<file path="src/rtl/scroll_ctrl_pkg.sv">
// Shared types and constants for the scrolling hex-display controller.
package scroll_ctrl_pkg;

  typedef enum logic [1:0] {
    ST_IDLE  = 2'd0,
    ST_RUN   = 2'd1,
    ST_PAUSE = 2'd2
  } state_t;

  localparam logic [4:0] CH_BLANK  = 5'd16;
  localparam logic [4:0] CH_DASH   = 5'd17;
  localparam logic [6:0] SEG_BLANK = 7'h7F;
  localparam logic [6:0] SEG_DASH  = 7'h3F;

endpackage

</file>
<file path="src/rtl/scroll_ctrl_char_to_seg.sv">
// Character code to active-low seven-segment pattern, bit order {g,f,e,d,c,b,a}.
module char_to_seg
  import scroll_ctrl_pkg::*;
(
  input  logic [4:0] code,
  output logic [6:0] seg
);

  always_comb begin
    seg = SEG_BLANK;
    case (code)
      5'd0:    seg = 7'h40;
      5'd1:    seg = 7'h79;
      5'd2:    seg = 7'h24;
      5'd3:    seg = 7'h30;
      5'd4:    seg = 7'h19;
      5'd5:    seg = 7'h12;
      5'd6:    seg = 7'h02;
      5'd7:    seg = 7'h78;
      5'd8:    seg = 7'h00;
      5'd9:    seg = 7'h10;
      5'd10:   seg = 7'h08;
      5'd11:   seg = 7'h03;
      5'd12:   seg = 7'h46;
      5'd13:   seg = 7'h21;
      5'd14:   seg = 7'h06;
      5'd15:   seg = 7'h0E;
      CH_DASH: seg = SEG_DASH;
      default: seg = SEG_BLANK;
    endcase
  end

endmodule

</file>
<file path="src/rtl/scroll_ctrl.sv">
// Scrolls a MSG_LEN-character message across six hex digits, one step every
// TICK_DIV clocks, with a write port for the message store.
module scroll_ctrl
  import scroll_ctrl_pkg::*;
#(
  parameter int MSG_LEN  = 16,
  parameter int TICK_DIV = 25_000_000
) (
  input  logic                       clk,
  input  logic                       reset,
  input  logic                       run,
  input  logic                       dir,
  input  logic                       clear,
  input  logic                       load,
  input  logic [$clog2(MSG_LEN)-1:0] load_addr,
  input  logic [4:0]                 load_char,
  output logic                       load_done,
  output logic [6:0]                 next_hex0,
  output logic [6:0]                 next_hex1,
  output logic [6:0]                 next_hex2,
  output logic [6:0]                 next_hex3,
  output logic [6:0]                 next_hex4,
  output logic [6:0]                 next_hex5,
  output logic                       hex_en,
  output logic                       ledr_en
);

  localparam int AW = $clog2(MSG_LEN);
  localparam int CW = $clog2(TICK_DIV);
  localparam logic [AW-1:0] PTR_MAX = AW'(MSG_LEN - 1);
  localparam logic [CW-1:0] CNT_MAX = CW'(TICK_DIV - 1);
  localparam logic [AW:0]   LEN     = (AW+1)'(MSG_LEN);

  state_t          state_q, state_d;
  logic [CW-1:0]   cnt_q, cnt_d;
  logic [AW-1:0]   ptr_q, ptr_d;
  logic [4:0]      msg_q [MSG_LEN];
  logic [4:0]      msg_d [MSG_LEN];
  logic [6:0]      hex_q [6];
  logic [6:0]      hex_d [6];
  logic            hex_en_q, hex_en_d;
  logic            ledr_en_q, ledr_en_d;
  logic            load_done_q, load_done_d;
  logic            pend_hex_q, pend_hex_d;
  logic            pend_ledr_q, pend_ledr_d;

  logic            step, wrap, load_ok, win_upd, ev_hex, ev_ledr;
  logic [AW:0]     win_idx  [6];
  logic [4:0]      win_code [6];
  logic [6:0]      win_seg  [6];

  // load/load_done: a write is offered by a one-cycle load strobe; if it is
  // taken, load_done pulses the next cycle, otherwise no acknowledge ever comes.
  always_comb begin
    state_d = state_q;
    cnt_d   = cnt_q;
    ptr_d   = ptr_q;
    step    = 1'b0;
    wrap    = 1'b0;
    load_ok = load && !clear && (state_q != ST_RUN) && ({1'b0, load_addr} < LEN);
    if (clear) begin
      state_d = ST_IDLE;
      cnt_d   = '0;
      ptr_d   = '0;
    end else begin
      case (state_q)
        ST_IDLE: begin
          cnt_d = '0;
          if (run) state_d = ST_RUN;
        end
        ST_RUN: begin
          // The step still happens when run drops on the terminal count.
          if (cnt_q == CNT_MAX) begin
            cnt_d = '0;
            step  = 1'b1;
            if (dir) begin
              wrap  = (ptr_q == '0);
              ptr_d = wrap ? PTR_MAX : ptr_q - AW'(1);
            end else begin
              wrap  = (ptr_q == PTR_MAX);
              ptr_d = wrap ? '0 : ptr_q + AW'(1);
            end
          end else begin
            cnt_d = cnt_q + CW'(1);
          end
          if (!run) state_d = ST_PAUSE;
        end
        ST_PAUSE: begin
          if (run) state_d = ST_RUN;
        end
        default: state_d = ST_IDLE;
      endcase
    end
  end

  always_comb begin
    msg_d = msg_q;
    if (load_ok) msg_d[load_addr] = load_char;
  end

  // Window is taken from the post-edge pointer and message so a write or step
  // lands in the displayed pattern on the same edge.
  always_comb begin
    for (int k = 0; k < 6; k++) begin
      win_idx[k] = {1'b0, ptr_d} + (AW+1)'(5 - k);
      if (win_idx[k] >= LEN) win_idx[k] = win_idx[k] - LEN;
      win_code[k] = msg_d[win_idx[k][AW-1:0]];
    end
  end

  for (genvar g = 0; g < 6; g++) begin : g_seg
    char_to_seg u_seg (
      .code (win_code[g]),
      .seg  (win_seg[g])
    );
  end

  // A pulse that would land right after another one is held for a cycle.
  always_comb begin
    hex_d   = hex_q;
    win_upd = step || (load_ok && state_q == ST_PAUSE);
    if (clear) begin
      for (int k = 0; k < 6; k++) hex_d[k] = SEG_BLANK;
    end else if (win_upd) begin
      hex_d = win_seg;
    end
    ev_hex      = clear || win_upd || pend_hex_q;
    ev_ledr     = !clear && (wrap || pend_ledr_q);
    hex_en_d    = ev_hex && !hex_en_q;
    ledr_en_d   = ev_ledr && !hex_en_q;
    pend_hex_d  = ev_hex && hex_en_q;
    pend_ledr_d = ev_ledr && hex_en_q;
    load_done_d = load_ok;
  end

  always_ff @(posedge clk) begin
    if (!reset) begin
      state_q     <= ST_IDLE;
      cnt_q       <= '0;
      ptr_q       <= '0;
      for (int i = 0; i < MSG_LEN; i++) msg_q[i] <= CH_BLANK;
      for (int k = 0; k < 6; k++) hex_q[k] <= SEG_BLANK;
      hex_en_q    <= 1'b0;
      ledr_en_q   <= 1'b0;
      load_done_q <= 1'b0;
      pend_hex_q  <= 1'b0;
      pend_ledr_q <= 1'b0;
    end else begin
      state_q     <= state_d;
      cnt_q       <= cnt_d;
      ptr_q       <= ptr_d;
      msg_q       <= msg_d;
      hex_q       <= hex_d;
      hex_en_q    <= hex_en_d;
      ledr_en_q   <= ledr_en_d;
      load_done_q <= load_done_d;
      pend_hex_q  <= pend_hex_d;
      pend_ledr_q <= pend_ledr_d;
    end
  end

  assign next_hex0 = hex_q[0];
  assign next_hex1 = hex_q[1];
  assign next_hex2 = hex_q[2];
  assign next_hex3 = hex_q[3];
  assign next_hex4 = hex_q[4];
  assign next_hex5 = hex_q[5];
  assign hex_en    = hex_en_q;
  assign ledr_en   = ledr_en_q;
  assign load_done = load_done_q;

endmodule

</file>
<file path="config.mk">
export PLATFORM = sky130hd
export DESIGN_NAME = scroll_ctrl
export DESIGN_NICKNAME = d
export VERILOG_FILES = /design/src/rtl/scroll_ctrl_pkg.sv /design/src/rtl/scroll_ctrl_char_to_seg.sv /design/src/rtl/scroll_ctrl.sv
export SDC_FILE = /design/constraint.sdc
export NUM_CORES = 1
export LEC_CHECK = 0
export CORE_MARGIN = 2
export CORE_UTILIZATION = 33
export CTS_BUF_LIST = sky130_fd_sc_hd__clkbuf_16
export DETAILED_ROUTE_END_ITERATION = 12
export HOLD_SLACK_MARGIN = 0.1
export SLEW_MARGIN = 20
export SYNTH_ARGS = -nofsm -noshare
export SYNTH_HDL_FRONTEND = slang
export SYNTH_HIERARCHICAL = 1
export SYNTH_SLANG_ARGS = --single-unit
export TNS_END_PERCENT = 5
</file>
<file path="constraint.sdc">
create_clock -name clk -period 6.7 [get_ports clk]
set_input_delay 1.34 -clock clk [delete_from_list [all_inputs] [get_ports clk]]
set_output_delay 1.34 -clock clk [all_outputs]
set_load 0.03 [all_outputs]
</file>
======== Word-level counts from Yosys, hierarchy flattened ========
Memories as Yosys holds them, arrays and structs flattened. A register that Yosys moved wholly into a read port is not among the register bits.
Index checks and enable logic that the tools add are counted.
word-level totals
  bits in registers ....................... 116
  bits in read-only memories .............. 1344
  output and inout port bits .............. 45
  memories ................................ 6
memories
  name              depth  bits a word  rd ports  clocked after memory_dff  write ports  line                           text
  (name not given)  32     7            1         1                         0            scroll_ctrl_char_to_seg.sv:11  case (code)
  (name not given)  32     7            1         1                         0            scroll_ctrl_char_to_seg.sv:11
  (name not given)  32     7            1         1                         0            scroll_ctrl_char_to_seg.sv:11
  (name not given)  32     7            1         1                         0            scroll_ctrl_char_to_seg.sv:11
  (name not given)  32     7            1         1                         0            scroll_ctrl_char_to_seg.sv:11
  (name not given)  32     7            1         1                         0            scroll_ctrl_char_to_seg.sv:11
cells by class
  $add $sub $neg .......................... 14
  order comparisons ....................... 14
  equal/unequal tests ..................... 7
  mux-type cells .......................... 46
  bitwise operators ....................... 8
  reduce and logical (&&, ||, !) cells .... 21
operators with widths
  cell                   count
  $bmux 5 s4             6
  $bwmux 80              1
  $mux 80                1
  $mux 5                 13
  $ge 5x5->1 const B     12
  $pmux 25 s2            1
  $mux 4                 12
  $not 4->5              7
  $sub 4x1->4 const B    7
  $add 25x1->25 const B  1
  $eq 25x25->1 const B   1
  $mux 25                1
  $demux 5 s4            1
  $add 4x2->5 const B    2
  $add 4x3->5 const B    2
  $logic_and 1x1->1      9
  $mux 1                 7
  $add 4x1->5 const B    1
  $ge 4x5->1 const B     1
  $lt 5x1->1 const B     1
  $add 4x1->4 const B    1
  $eq 4x4->1 const B     1
  $logic_not 4->1        1
  $logic_or 1x1->1       4
  other kinds (12)       16

======== Logic depth before layout (Yosys ltp) ========
Gate-level depths: netlist (run 1).
  depth in word-level cells ............... 13
  mapped depth ............................ 26
  gate-level depth less buffers ........... 21

======== Modules after synthesis ========
Netlist (run 1), hierarchy kept.
modules (own cells, without submodules)
  module                             times used  cells each  area an instance (µm²)  seq. area each (µm²)
  scroll_ctrl                        1           1218        9754.4                  3163.0
  char_to_seg at g_seg[1].u_seg ...  4           43          321.6                   0.0
  char_to_seg at g_seg[2].u_seg      1           41          317.8                   0.0
  char_to_seg at g_seg[0].u_seg      1           41          310.3                   0.0

======== Worst setup path after synthesis (run 1) ========
OpenSTA, ideal clock, no wires.
  path type ............................... input -> register
  from .................................... input port dir
  to ...................................... register hex_q, in the netlist next_hex4[3]
  library setup time ...................... 0.137 ns
  data arrival time ....................... 5.543 ns
  data required time ...................... 6.563 ns
  path slack .............................. 1.021 ns
  stages .................................. 20
  buffers on the path ..................... 5
  path through ............................ and4b_1 > a211oi_1 > nand4_1 > and2_4 > buf_12 > buf_6 > buf_2 > buf_4 > ha_1 > buf_2 > mux4_2 > mux2_2 > o21ai_1 > inv_1 > ha_1 > inv_1 > mux4_2 > or2_1 > nand2_1 > nand3_1
RTL lines
  element      line               text
  from (decl)  scroll_ctrl.sv:12  input logic dir,
  to (decl)    scroll_ctrl.sv:39  logic [6:0] hex_q [6];

==> results by stage, run 1 <==
Outcome:
- The run finished with clean final reports.

Power and ir drop:
- Summing internal, switching and leakage power gives 2.01 mW.
- The worst-case vdd ir drop is 0.149 mV.
- The total power divided by cell area is 151 nW/µm².
- The analysis attributes to cell leakage a power of 5.21 nW.

Route:
- In the final routing, the length of wire on met1 measures 15,800 µm.
- Signal routing reaches up to met4.
- The first detailed-routing pass ran for 5 iterations.
- The residual antenna-violating net count after detailed routing is 0.
- The overall routed net length is approximately 36,000 µm.
- For this block, the initial DRC count from the detailed router was 902.
- The via-per-instance ratio is approximately 5.6.
- The detailed-routed wire length on met2 is about 16,000 µm.
- The amount of wire on met3 after detailed routing is 2330 µm.
- The total number of vias is 11,022.
- The routed wirelength normalized by instance count is 18.1 µm.
- In the routed design, unresolved DRC markers number 0.

Clocking:
- The cell sitting at the root of the clock tree is a clkbuf_16.
- Buffers added to address setup during post-CTS repair amount to 0.
- The TritonCTS clock tree is built.
- The clock passes through at most 2 buffers.
- The H-tree depth is 4.
- Clock tree synthesis inserted a total of 17 buffers.
- The clock latency on the worst-skew pair is 0.45 ns.
- Once the clock tree was built, the resizer swapped 0 gates to a different size.
- The clock transition time at the flip-flop clock pins of the worst setup and hold paths is 0.07 ns.
- The total of hold buffers inserted after clock tree synthesis is 0.
- The number of sinks handled by clock tree synthesis is 158.

Worst setup path:
- The worst endpoint data arrival time is 6.21 ns.
- The startpoint kind of the worst setup timing path is a flop.
- STA classifies the critical path endpoint as a flop.
- The setup slack of the worst register-to-register path is 0.78 ns.
- The largest driver fanout on the critical path is 16.
- The critical path class is flop to flop.
- At the worst endpoint, the required time is 6.99 ns.

Timing:
- The setup TNS is 0 ns.
- The worst slew margin relative to its limit is 29.2%.
- The upper clock frequency limit is ~170 MHz.
- The share of the clock period used by the worst path after layout is 88.4%.
- The number of pins with negative max-slew slack in the final report is 0.
- In the post-route analysis, the smallest setup slack over all paths is 0.775 ns.
- The hold violation count in the final report is 0.
- The final-report setup violation count is 0.
- On the final layout, the worst hold slack is 0.466 ns.
- Setup repair after global routing left no endpoint under its margin.
- The time the final worst path needs with I/O delays and setup is 5.92 ns.
- The setup skew after layout is 0.00917 ns.
- The slew at the pin with the worst max-slew slack is 1.05 ns.

Layout:
- Once layout is done, the placed cells without fillers occupy 13,300 µm².
- The relative area change from synthesis to final layout is 14.0%.
- In the layout the commonest cells are 249 x nand2_1, 158 x dfxtp_1, 143 x mux2i_1.
- The finished layout holds 1,966 standard cells, fillers aside.
- The most common library cell in the layout ignoring fill and taps is nand2_1.
- In the final layout, the share of cells above drive strength 1 is 10.1%.
- The number of antenna cells inserted is 0.
- The final net count is 1,562.
- The post-route core utilization is 38.3%.

Global route:
- The global-route wire length before repair is 56,900 µm.
- The initial antenna violation count is 0.
- The largest net degree at the start of global routing is 87.
- The global route total overflow is 0.
- The via count of the first global-routing pass is 10,494.
- The aggregate global-route resource usage is 19.6%.

Synth:
- For this run, asynchronously set or reset flops after synthesis account for 0%.
- Summing the areas of all fa, ha and maj instances in the mapped netlist gives roughly 5.3% of the synthesized area.
- Counting flops and latches in the post-synthesis netlist gives 158.
- The sequential area share after synthesis is about 27%.
- The number of nets handed over by synthesis was 1,536.
- Yosys printed 6 warnings.
- The share of synthesized cell area in and, or, nand and nor gates is 26.1%.
- The most used flip-flop cell after synthesis is dfxtp_1.
- The area of the mapped netlist is 11,700 µm².
- Synthesis instantiated 82 different standard cells from the library.
- The xor and xnor fraction of the mapped netlist area is less than 1%.
- The post-synthesis mux area share is roughly 17%.
- In the synthesized netlist, the number of instances is ~1,500.
- Counting flops with a built-in enable in the synthesized netlist gives 0.
- The synthesized netlist devotes roughly 18% of its cell area to compound gates.
- After synthesis, the largest family of logic cells by area is simple AND/OR/NAND/NOR gates.
- The average instance in the mapped netlist occupies between 7 and 8 µm².

Floorplan:
- The horizontal extent of the die is 192 µm.
- The area of the die is roughly 37,000 µm².
- 60 I/O pins were placed.
- The core outline area is 34,700 µm².
- The row count is between 60 and 70.
- From bottom edge to top edge, the die measures 192 µm.
- For this configuration, the core starts out at a cell density of 33.6%.

Hold path:
- The class of the tightest hold or removal check is flop to flop.

Place:
- The placed wire-length estimate is 26,700 µm.
- The congestion estimate from routability-driven global placement came to around 1.
- Input and output buffers added on the ports amount to 59.
- Timing analysis after detailed placement gives a worst setup slack of 0.298 ns.
- After detailed placement, the total cell area comes to 12,700 µm².
- The number of placed cells counting well taps is 1,934.

Job:
- Across the run, the number of max-cap violations was 0.
==> cells in the mapped netlist, types with 34 or more instances <==
library cell  instances  share of area, %
or3_1                39               2.1
a21oi_1              67               2.9
o21ai_0              65               2.8
nand3_1              66               2.8
nand2_1             249               8.0
clkbuf_1             69               2.2
nor2b_1              62               3.3
inv_1                34               1.1
nor2_1               82               2.6
ha_1                 49               5.3
o221ai_1             39               2.9
dfxtp_1             158                27
mux2i_1             143                12
==> cell type report <==
| type | instances | area [µm²] |
|---|---|---|
| Tap cell | 455 | 569 |
| Multi-Input combinational cell | 1168 | 7870 |
| Sequential cell | 158 | 3160 |
| Clock inverter | 15 | 124 |
| Inverter | 38 | 150 |
| Fill cell | 3637 | 21400 |
| Clock buffer | 17 | 425 |
| Timing Repair Buffer | 115 | 1000 |
==> final timing paths <==
check	to	cells past startpoint	from
hold reg to reg	next_hex4[0]	2	next_hex4[0]
setup reg to reg	next_hex0[3]	21	cnt_q[16]
hold / removal	next_hex4[0]	2	next_hex4[0]
setup / recovery	next_hex0[3]	21	cnt_q[16]
==> where the power goes <==
part           internal, mW  total [mW]  leakage, nW  switching, mW
sequential            0.944       0.948         1.28        0.00356
clock                 0.508       0.929        0.265          0.421
combinational        0.0500       0.138         3.67         0.0883
total                  1.50        2.01         5.21          0.513
==> metal layers <==
| layer | up-vias | GRT usage, % |
|---|---|---|
| li1 | 5325 | - |
| met1 | 5238 | 25.1 |
| met2 | 394 | 32.0 |
| met3 | 65 | 4.40 |
| met4 | 0 | 7.37 |
| met5 | - | 0 |
==> kinds of logic (layout without fill, tap and decap cells) <==
kind of cell,Yosys count,after routing
adder cells (fa/ha/maj),49,49
flip-flops,158,158
AND/OR/NAND/NOR,623,623
XOR/XNOR,12,12
multiplexers,176,176
buffers and inverters,146,185
AO/OA/AOI/OAI,308,308
==> critical path: stages, from the launching register on <==
cell	delay, ns
dfxtp_1	0.40
or4b_1	0.50
or4_4	0.59
nor2_2	0.35
a21oi_1	0.13
buf_4	0.16
or2_2	0.38
inv_2	0.30
ha_1	0.21
a21boi_0	0.22
xnor2_1	0.22
nor3_1	0.08
a31oi_1	0.31
o21ai_0	0.12
a221oi_1	0.55
inv_1	0.23
ha_1	0.28
nor2b_1	0.15
a2111oi_1	0.37
a31oi_1	0.08
nand2_1	0.07
nand3_1	0.07
==> flip-flops by register name (all words and copies together), names as in the netlist <==
name and cells:
next_hex2 7, next_hex1 7, next_hex4 7, ptr_q 4
cnt_q 25, next_hex0 7, msg_q 80, ledr_en 1
next_hex3 7, next_hex5 7, pend_ledr_q 1, hex_en 1
pend_hex_q 1, state_q 2, load_done 1
Note: power is estimated with default switching activity, not from simulation.
==> run 2: changes to the inputs <==
CORE_UTILIZATION = 50   (was 33)
PLACE_DENSITY = 0.68   (was default)
==> results by stage, run 2 (synthesized netlist as in run 1, its figures left out) <==
Timing:
- The number of pins with negative max-slew slack in the final report was 0 (unchanged).
- The final-report setup violation count is 0 (unchanged).
- The worst slew margin relative to its limit came to 21.4% (-7.8 points).
- The upper clock frequency limit is 172 MHz (+1.8%).
- The slew at the pin with the worst max-slew slack is 1.17 ns (+0.123 ns).
- The setup skew after layout is 0.0140 ns (+0.00488 ns).
- The tightest hold margin is 0.466 ns (+0.000795 ns).
- The share of the clock period used by the worst path after layout is 86.9% (-1.6 points).
- Setup repair after global routing left no endpoint under its margin.
- The setup TNS came to 0 ns (unchanged).
- The time the final worst path needs with I/O delays and setup is 5.82 ns (-0.105 ns).
- The hold violation count in the final report was 0 (unchanged).

Job:
- The number of max-cap violations is 0 (unchanged).

Layout:
- The area growth from synthesis to layout is 12.9%.
- The most common library cell in the layout ignoring fill and taps is nand2_1.
- The proportion of layout cells with a drive suffix above 1 is 10.1% (about the same).
- The total of fill cells in the finished design is 2,124 (-42%).
- In the layout the commonest cells are 249 x nand2_1, 158 x dfxtp_1, 143 x mux2i_1.
- In the final layout, the registers with the most flip-flops are msg_q: 80 flops, cnt_q: 25 flops.
- The number of flip-flops in the largest register is 80 (unchanged).
- The largest register by flop count is msg_q.
- The final instance area is 13,200 µm² (-0.98%).
- The number of standard cells in the final layout excluding fillers is 1,824 (-7.2%).
- The final net count was 1,561 (-0.064%).

Worst setup path:
- The worst flop-to-flop path endpoint is next_hex0[3].
- The worst stage delay on the critical path was 0.59 ns (about the same).
- The worst setup path is captured at a flop.
- The setup slack of the worst register-to-register path is 0.88 ns (+0.11 ns).
- The critical path goes through or4b_1 > or4_4 > nor2_2 > a21oi_1 > or2_2 > inv_2 > ha_1 > a21boi_0 > xnor2_1 > nor3_1 > a31oi_1 > o21ai_0 > a221oi_1 > buf_4 > inv_1 > ha_1 > inv_1 > a2111oi_1 > a31oi_1 > nand2_1 > nand3_1.
- For this design, the slowest cell found on the critical path is or4_4.
- The largest driver fanout on the critical path came to 16 (unchanged).
- The number of cells traversed by the worst register-to-register path is 21 (unchanged).
- The worst setup path endpoint is next_hex0[3].
- The startpoint kind of the worst setup timing path is a flop.
- The critical path required time is 7.00 ns (about the same).
- The launching point of the worst reg2reg path is cnt_q[17].
- The beginning of the critical path is cnt_q[17].
- The worst endpoint data arrival time is 6.12 ns (-0.09 ns).
- The critical path class is flop to flop.

Clocking:
- The maximum root-to-sink buffer count was 2 (unchanged).
- The quantity of gates resized following cts came to 0 (unchanged).
- The TritonCTS clock tree is built.
- The number of buffers created by CTS is 17 (unchanged).
- The number of buffers inserted by post-CTS setup repair came to 0 (unchanged).
- The number of sinks handled by clock tree synthesis came to 158 (unchanged).
- The H-tree depth is 4 (unchanged).
- The total of hold buffers inserted after clock tree synthesis came to 0 (unchanged).
- The clock transition time at the flip-flop clock pins of the worst setup and hold paths is 0.07 ns (about the same).
- The clock root buffer is clkbuf_16.
- The clock latency on the worst-skew pair was 0.44 ns (about the same).

Power and ir drop:
- The sequential power share was 44.6% (-2.4 points).
- The cell leakage power was 5.22 nW (about the same).
- The worst-case vdd ir drop is 0.117 mV (-22%).
- The fraction of power consumed by combinational cells came to 6.7% (-0.2 points).
- The total power divided by cell area is 161 nW/µm² (+6.4%).
- The total internal power came to 1.59 mW (+5.8%).
- The switching part of the total power is 25.2% (-0.29 points).
- The switching power total is 0.534 mW (+4.2%).
- The fraction of power consumed by the clock network is 48.7% (+2.6 points).

Place:
- The count of input and output buffers came to 59 (unchanged).
- The placed wire-length estimate is 25,800 µm (-3.4%).
- The final estimated routing congestion in global placement is 1.02 (+2.3%).
- The post-place instance area is 12,600 µm² (-1.4%).
- The number of placed cells counting well taps came to 1,791 (-7.4%).

Global route:
- The global route total overflow is 0 (unchanged).
- The largest net degree at the start of global routing came to 87 (unchanged).
- The aggregate global-route resource usage is 28.6% (+9.0 points).
- The via count of the first global-routing pass is 9,950 (-5.2%).
- The initial antenna violation count is 0 (unchanged).
- The global-route wire length before repair was 55,400 µm (-2.7%).

Outcome:
- The flow ran to the end, and the final reports show no timing, DRC or antenna violations.

Floorplan:
- The vertical extent of the die is 157 µm (-18%).
- The horizontal extent of the die came to 157 µm (-18%).
- The initial cell density of the core was 51.2% (+18 points).
- The count of boundary I/O pins is 60 (unchanged).
- The row count is 55 (-19%).
- The core outline area is 22,800 µm² (-34%).
- The area of the die came to 24,600 µm² (-33%).

Route:
- The first-pass detailed-route iteration total was 5 (unchanged).
- The total number of vias is 10,976 (-0.42%).
- The uppermost metal layer occupied by signal nets is met4.
- The residual antenna-violating net count after detailed routing is 0 (unchanged).
- The DRC violation count after routing is 0 (unchanged).
- The violation count after the first detailed-route iteration came to 824 (-8.6%).
- The met1 layer wirelength in the final routing is 16,000 µm (+0.90%).
- The amount of wire on met3 after detailed routing is 2220 µm (-4.7%).
- The detailed-routed wire length on met2 is 16,100 µm (-2.1%).
- The via-per-instance ratio is 6.02 (+7.3%).
- The routed wirelength normalized by instance count came to 19.2 µm (+6.2%).
- The overall routed net length was 35,000 µm (-1.5%).

Hold path:
- The worst hold path belongs to the class flop to flop.
-- run 2: cell count changes in the layout (fill, tap and decap cells not counted), moves of 2 or more --
cell,change
inv_6,+3
buf_4,-2
bufinv_16,+2
clkinv_1,-2
clkinv_2,-2
clkinv_4,-2
-- run 2: per-stage QoR --
| stage | worst slack (ns) | power [mW] | utilization [%] |
|---|---|---|---|
| 2_1_floorplan | 1.02 | 1.06 | - |
| 3_3_place_gp | 0.537 | 1.11 | 55.1 |
| 3_5_place_dp | 0.531 | 1.11 | 55.1 |
| 4_1_cts | 0.964 | 2.14 | 57.8 |
| 5_1_grt | 0.549 | 2.19 | 57.8 |
| 6_report | 0.880 | 2.12 | 57.8 |
-- run 2: metal layers --
layer | global-route usage, % | vias to the layer above
li1 | - | 5329
met1 | 39.1 | 5221
met2 | 46.5 | 371
met3 | 4.71 | 55
met4 | 7.99 | 0
met5 | 0 | -
-- run 2: critical path: cells and delay by family (launching register included) --
family,cells,cell delay (ns)
AND/OR/NAND/NOR,7,2.17
AO/OA/AOI/OAI,7,1.72
XOR/XNOR,1,0.22
buffers and inverters,4,0.68
adder cells (fa/ha/maj),2,0.53
flip-flops,1,0.34
-- run 2: power groups by stage --
stage	clock network [mW]	logic [mW]	registers, mW
detailed placement	0	0.139	0.969
finish	1.03	0.142	0.947
floorplan	0	0.0864	0.970
global placement	0	0.138	0.969
CTS	1.05	0.140	0.947
global route	1.09	0.152	0.947
-- run 2: worst min path at each step --
| stage | slack [ns] | to | cells past startpoint | start |
|---|---|---|---|---|
| floorplan | 0.45 | hex_en | 2 | pend_hex_q |
| global placement | 0.45 | next_hex0[2] | 2 | next_hex0[2] |
| detailed placement | 0.46 | next_hex1[6] | 2 | next_hex1[6] |
| CTS | 0.47 | next_hex1[6] | 2 | next_hex1[6] |
| global route | 0.49 | next_hex0[3] | 2 | next_hex0[3] |
| finish | 0.47 | next_hex0[6] | 2 | next_hex0[6] |
-- run 2: cell type report --
| type | instances | area [µm²] | share of cell area, % |
|---|---|---|---|
| multi-input combinational | 1168 | 7840 | 59.5 |
| sequential | 158 | 3160 | 24.0 |
| timing repair buffer | 114 | 1010 | 7.67 |
| clock buffer | 17 | 425 | 3.23 |
| tap | 313 | 392 | 2.97 |
| clock inverter | 15 | 186 | 1.42 |
| inverter | 38 | 150 | 1.14 |
| antenna | 1 | 2.50 | 0.0190 |
==> run 3: changes to the inputs <==
GPL_ROUTABILITY_DRIVEN = 0   (was default)
==> results by stage, run 3 (synthesized netlist as in run 1, its figures left out) <==
Route:
- The total number of vias was 11,060 (+0.77%).
- The first-pass detailed-route iteration total is 6 (+1).
- The DRC violation count after routing is 0 (unchanged).
- The residual antenna-violating net count after detailed routing came to 0 (unchanged).
- The violation count after the first detailed-route iteration is 1,008 (+22%).
- The via-per-instance ratio was 6.09 (+1.3%).
- The routed wirelength normalized by instance count is 18.8 µm (-2.1%).
- The overall routed net length was 34,100 µm (-2.6%).

Place:
- The placed wire-length estimate is 24,300 µm (-5.8%).
- The count of input and output buffers is 59 (unchanged).
- The post-place instance area is 12,500 µm² (-0.58%).

Global route:
- The largest net degree at the start of global routing is 87 (unchanged).
- The global route total overflow is 0 (unchanged).
- The met3 usage in global routing is 5.37% (+0.66 points).
- The global-route met2 utilization is 43.8% (-2.7 points).
- The global routing usage on met1 came to 37.5% (-1.6 points).
- The aggregate global-route resource usage is 27.9% (-0.65 points).
- The global-route wire length before repair is 54,600 µm (-1.4%).
- The initial antenna violation count is 0 (unchanged).
- The via count of the first global-routing pass was 10,263 (+3.1%).
- In this run the most used layer during global routing was met2.

Power and ir drop:
- The sequential power share came to 44.7% (about the same).
- The switching part of the total power is 25.2% (about the same).
- The switching power total is 0.533 mW (-0.13%).
- The worst-case vdd ir drop was 0.146 mV (+25%).
- The total power divided by cell area is 162 nW/µm² (+0.48%).
- The cell leakage power is 5.17 nW (-0.97%).
- The fraction of power consumed by the clock network is 48.7% (about the same).
- The total internal power is 1.59 mW (about the same).
- The fraction of power consumed by combinational cells came to 6.6% (about the same).

Timing:
- The setup TNS is 0 ns (unchanged).
- The share of the clock period used by the worst path after layout is 90.0% (+3.1 points).
- The time the final worst path needs with I/O delays and setup came to 6.03 ns (+0.210 ns).
- The setup skew after layout is 0.00915 ns (-0.00489 ns).
- The slew at the pin with the worst max-slew slack is 1.12 ns (-0.0533 ns).
- Setup repair after global routing left no endpoint under its margin.
- The final-report setup violation count is 0 (unchanged).
- The worst slew margin relative to its limit is 24.5% (+3.2 points).
- The number of pins with negative max-slew slack in the final report was 0 (unchanged).
- The hold violation count in the final report is 0 (unchanged).
- The upper clock frequency limit came to 166 MHz (-3.5%).

Clocking:
- The maximum root-to-sink buffer count is 2 (unchanged).
- The total of hold buffers inserted after clock tree synthesis is 0 (unchanged).
- The clock latency on the worst-skew pair is 0.44 ns (about the same).
- TritonCTS built the clock tree.
- The number of buffers created by CTS is 17 (unchanged).
- The quantity of gates resized following cts is 0 (unchanged).
- The clock transition time at the flip-flop clock pins of the worst setup and hold paths is 0.07 ns (about the same).
- The number of sinks handled by clock tree synthesis is 158 (unchanged).
- The clock root buffer is clkbuf_16.
- The H-tree depth was 4 (unchanged).
- The number of buffers inserted by post-CTS setup repair was 0 (unchanged).

Outcome:
- The flow ran to the end, and the final reports show no timing, DRC or antenna violations.

Layout:
- The final instance area is 13,100 µm² (-0.57%).
- The number of flip-flops in the largest register is 80 (unchanged).
- msg_q holds more flip-flops than any other register.
- The library cells used most frequently in the layout, excluding fill and tap cells, are 249 x nand2_1, 158 x dfxtp_1, 143 x mux2i_1.
- The largest registers in the layout are msg_q: 80 flops, cnt_q: 25 flops.
- The final net count is 1,553 (-0.51%).
- The relative area change from synthesis to final layout is 12.2%.
- The number of antenna cells inserted was 0 (-1).
- The proportion of layout cells with a drive suffix above 1 came to 9.59% (-0.48 points).
- The most common library cell in the layout ignoring fill and taps is nand2_1.

Floorplan:
- The area of the die came to 24,600 µm² (unchanged).
- The initial cell density of the core was 51.2% (unchanged).
- The row count was 55 (unchanged).
- The vertical extent of the die is 157 µm (unchanged).
- The horizontal extent of the die is 157 µm (unchanged).
- The count of boundary I/O pins is 60 (unchanged).
- The core outline area is 22,800 µm² (unchanged).

Worst setup path:
- The number of cells traversed by the worst register-to-register path is 21 (unchanged).
- STA classifies the critical path startpoint as a primary input.
- The worst flop-to-flop path endpoint is next_hex0[3].
- Broken down by cell family, the worst path's largest delay share belongs to simple AND/OR/NAND/NOR gates.
- For this design, the slowest cell found on the critical path is clkdlybuf4s50_1.
- The worst endpoint data arrival time is 6.33 ns (+0.21 ns).
- The most numerous cell type found on the critical path is inv_1.
- The setup slack of the worst register-to-register path is 0.84 ns (-0.04 ns).
- The launching point of the worst reg2reg path is cnt_q[17].
- The critical path required time is 7.00 ns (about the same).
- The sum of buffers and inverters on the critical path is 5 (+1).
- The critical path goes through clkdlybuf4s50_1 > and4b_1 > a211oi_1 > nand4_1 > and2_4 > inv_6 > a21oi_4 > xnor2_2 > mux2i_1 > o22ai_1 > nor3_1 > buf_4 > inv_1 > ha_1 > inv_1 > mux4_2 > nand2b_1 > nand2_1 > nand3_1.
- The critical path is of the primary input to flop type.
- The largest driver fanout on the critical path is 47 (+31).
- STA classifies the critical path endpoint as a flop.
- The worst stage delay on the critical path is 0.61 ns (+0.02 ns).

Hold path:
- The class of the tightest hold or removal check is flop to flop.
- For hold timing, the worst endpoint is next_hex1[0].
- The cell depth of the worst min-delay path was 2 (unchanged).
- In this run the most critical hold path is launched from next_hex1[0].

Job:
- The number of max-cap violations is 0 (unchanged).
-- run 3: cell types whose count changed in the layout (fill, tap and decap cells not counted), sizes merged --
cell      before  now
buf           56   48
clkinv         5    1
clkinvlp       2    5
diode          1    0
inv           43   44
-- run 3: worst max path at each step --
stage | cells after the start | from | slack (ns) | to
finish | 19 | dir | 0.67 | next_hex2[3]
CTS | 19 | dir | 0.84 | next_hex2[3]
global route | 21 | cnt_q[16] | 0.40 | next_hex0[3]
global placement | 20 | dir | 0.46 | next_hex0[3]
detailed placement | 19 | dir | 0.41 | next_hex2[3]
floorplan | 20 | dir | 1.02 | next_hex4[3]
-- run 3: area by class of cell --
cell class	count	area [µm²]
Clock buffer	17	425
Clock inverter	15	186
Fill cell	2085	9680
Inverter	38	150
Multi-Input combinational cell	1168	7840
Sequential cell	158	3160
Tap cell	313	392
Timing Repair Buffer	106	938
-- run 3: worst register-to-register path: cells and delay by family, from the launching register on --
kind	cells	cell delay (ns)
AND/OR/NAND/NOR	7	2.19
buffers and inverters	4	0.69
AO/OA/AOI/OAI	7	1.72
flip-flops	1	0.33
XOR/XNOR	1	0.25
adder cells (fa/ha/maj)	2	0.54
-- run 3: per-layer routing --
layer	vias up	share of wire [%]
met2	468	45
met4	0	3.7
met1	5199	44
li1	5309	-
met5	-	0
met3	84	7.3
-- run 3: power by group through the flow --
stage,sequential (mW),combinational [mW],clock (mW)
final,0.948,0.140,1.03
after global routing,0.948,0.151,1.08
after CTS,0.948,0.138,1.05
after detailed placement,0.969,0.136,0
after global placement,0.969,0.135,0
after floorplan,0.970,0.0864,0
-- run 3: through the flow --
| step | total power, mW | setup WS, ns | cells | utilization [%] | hold slack (ns) |
|---|---|---|---|---|---|
| 5_1_grt | 2.18 | 0.399 | 1815 | 57.5 | 0.487 |
| 2_1_floorplan | 1.06 | 1.02 | 1472 | - | 0.447 |
| 6_report | 2.12 | 0.670 | 1815 | 57.5 | 0.464 |
| 3_3_place_gp | 1.10 | 0.463 | 1783 | 54.8 | 0.450 |
| 3_5_place_dp | 1.11 | 0.406 | 1783 | 54.8 | 0.455 |
| 4_1_cts | 2.13 | 0.837 | 1815 | 57.5 | 0.469 |
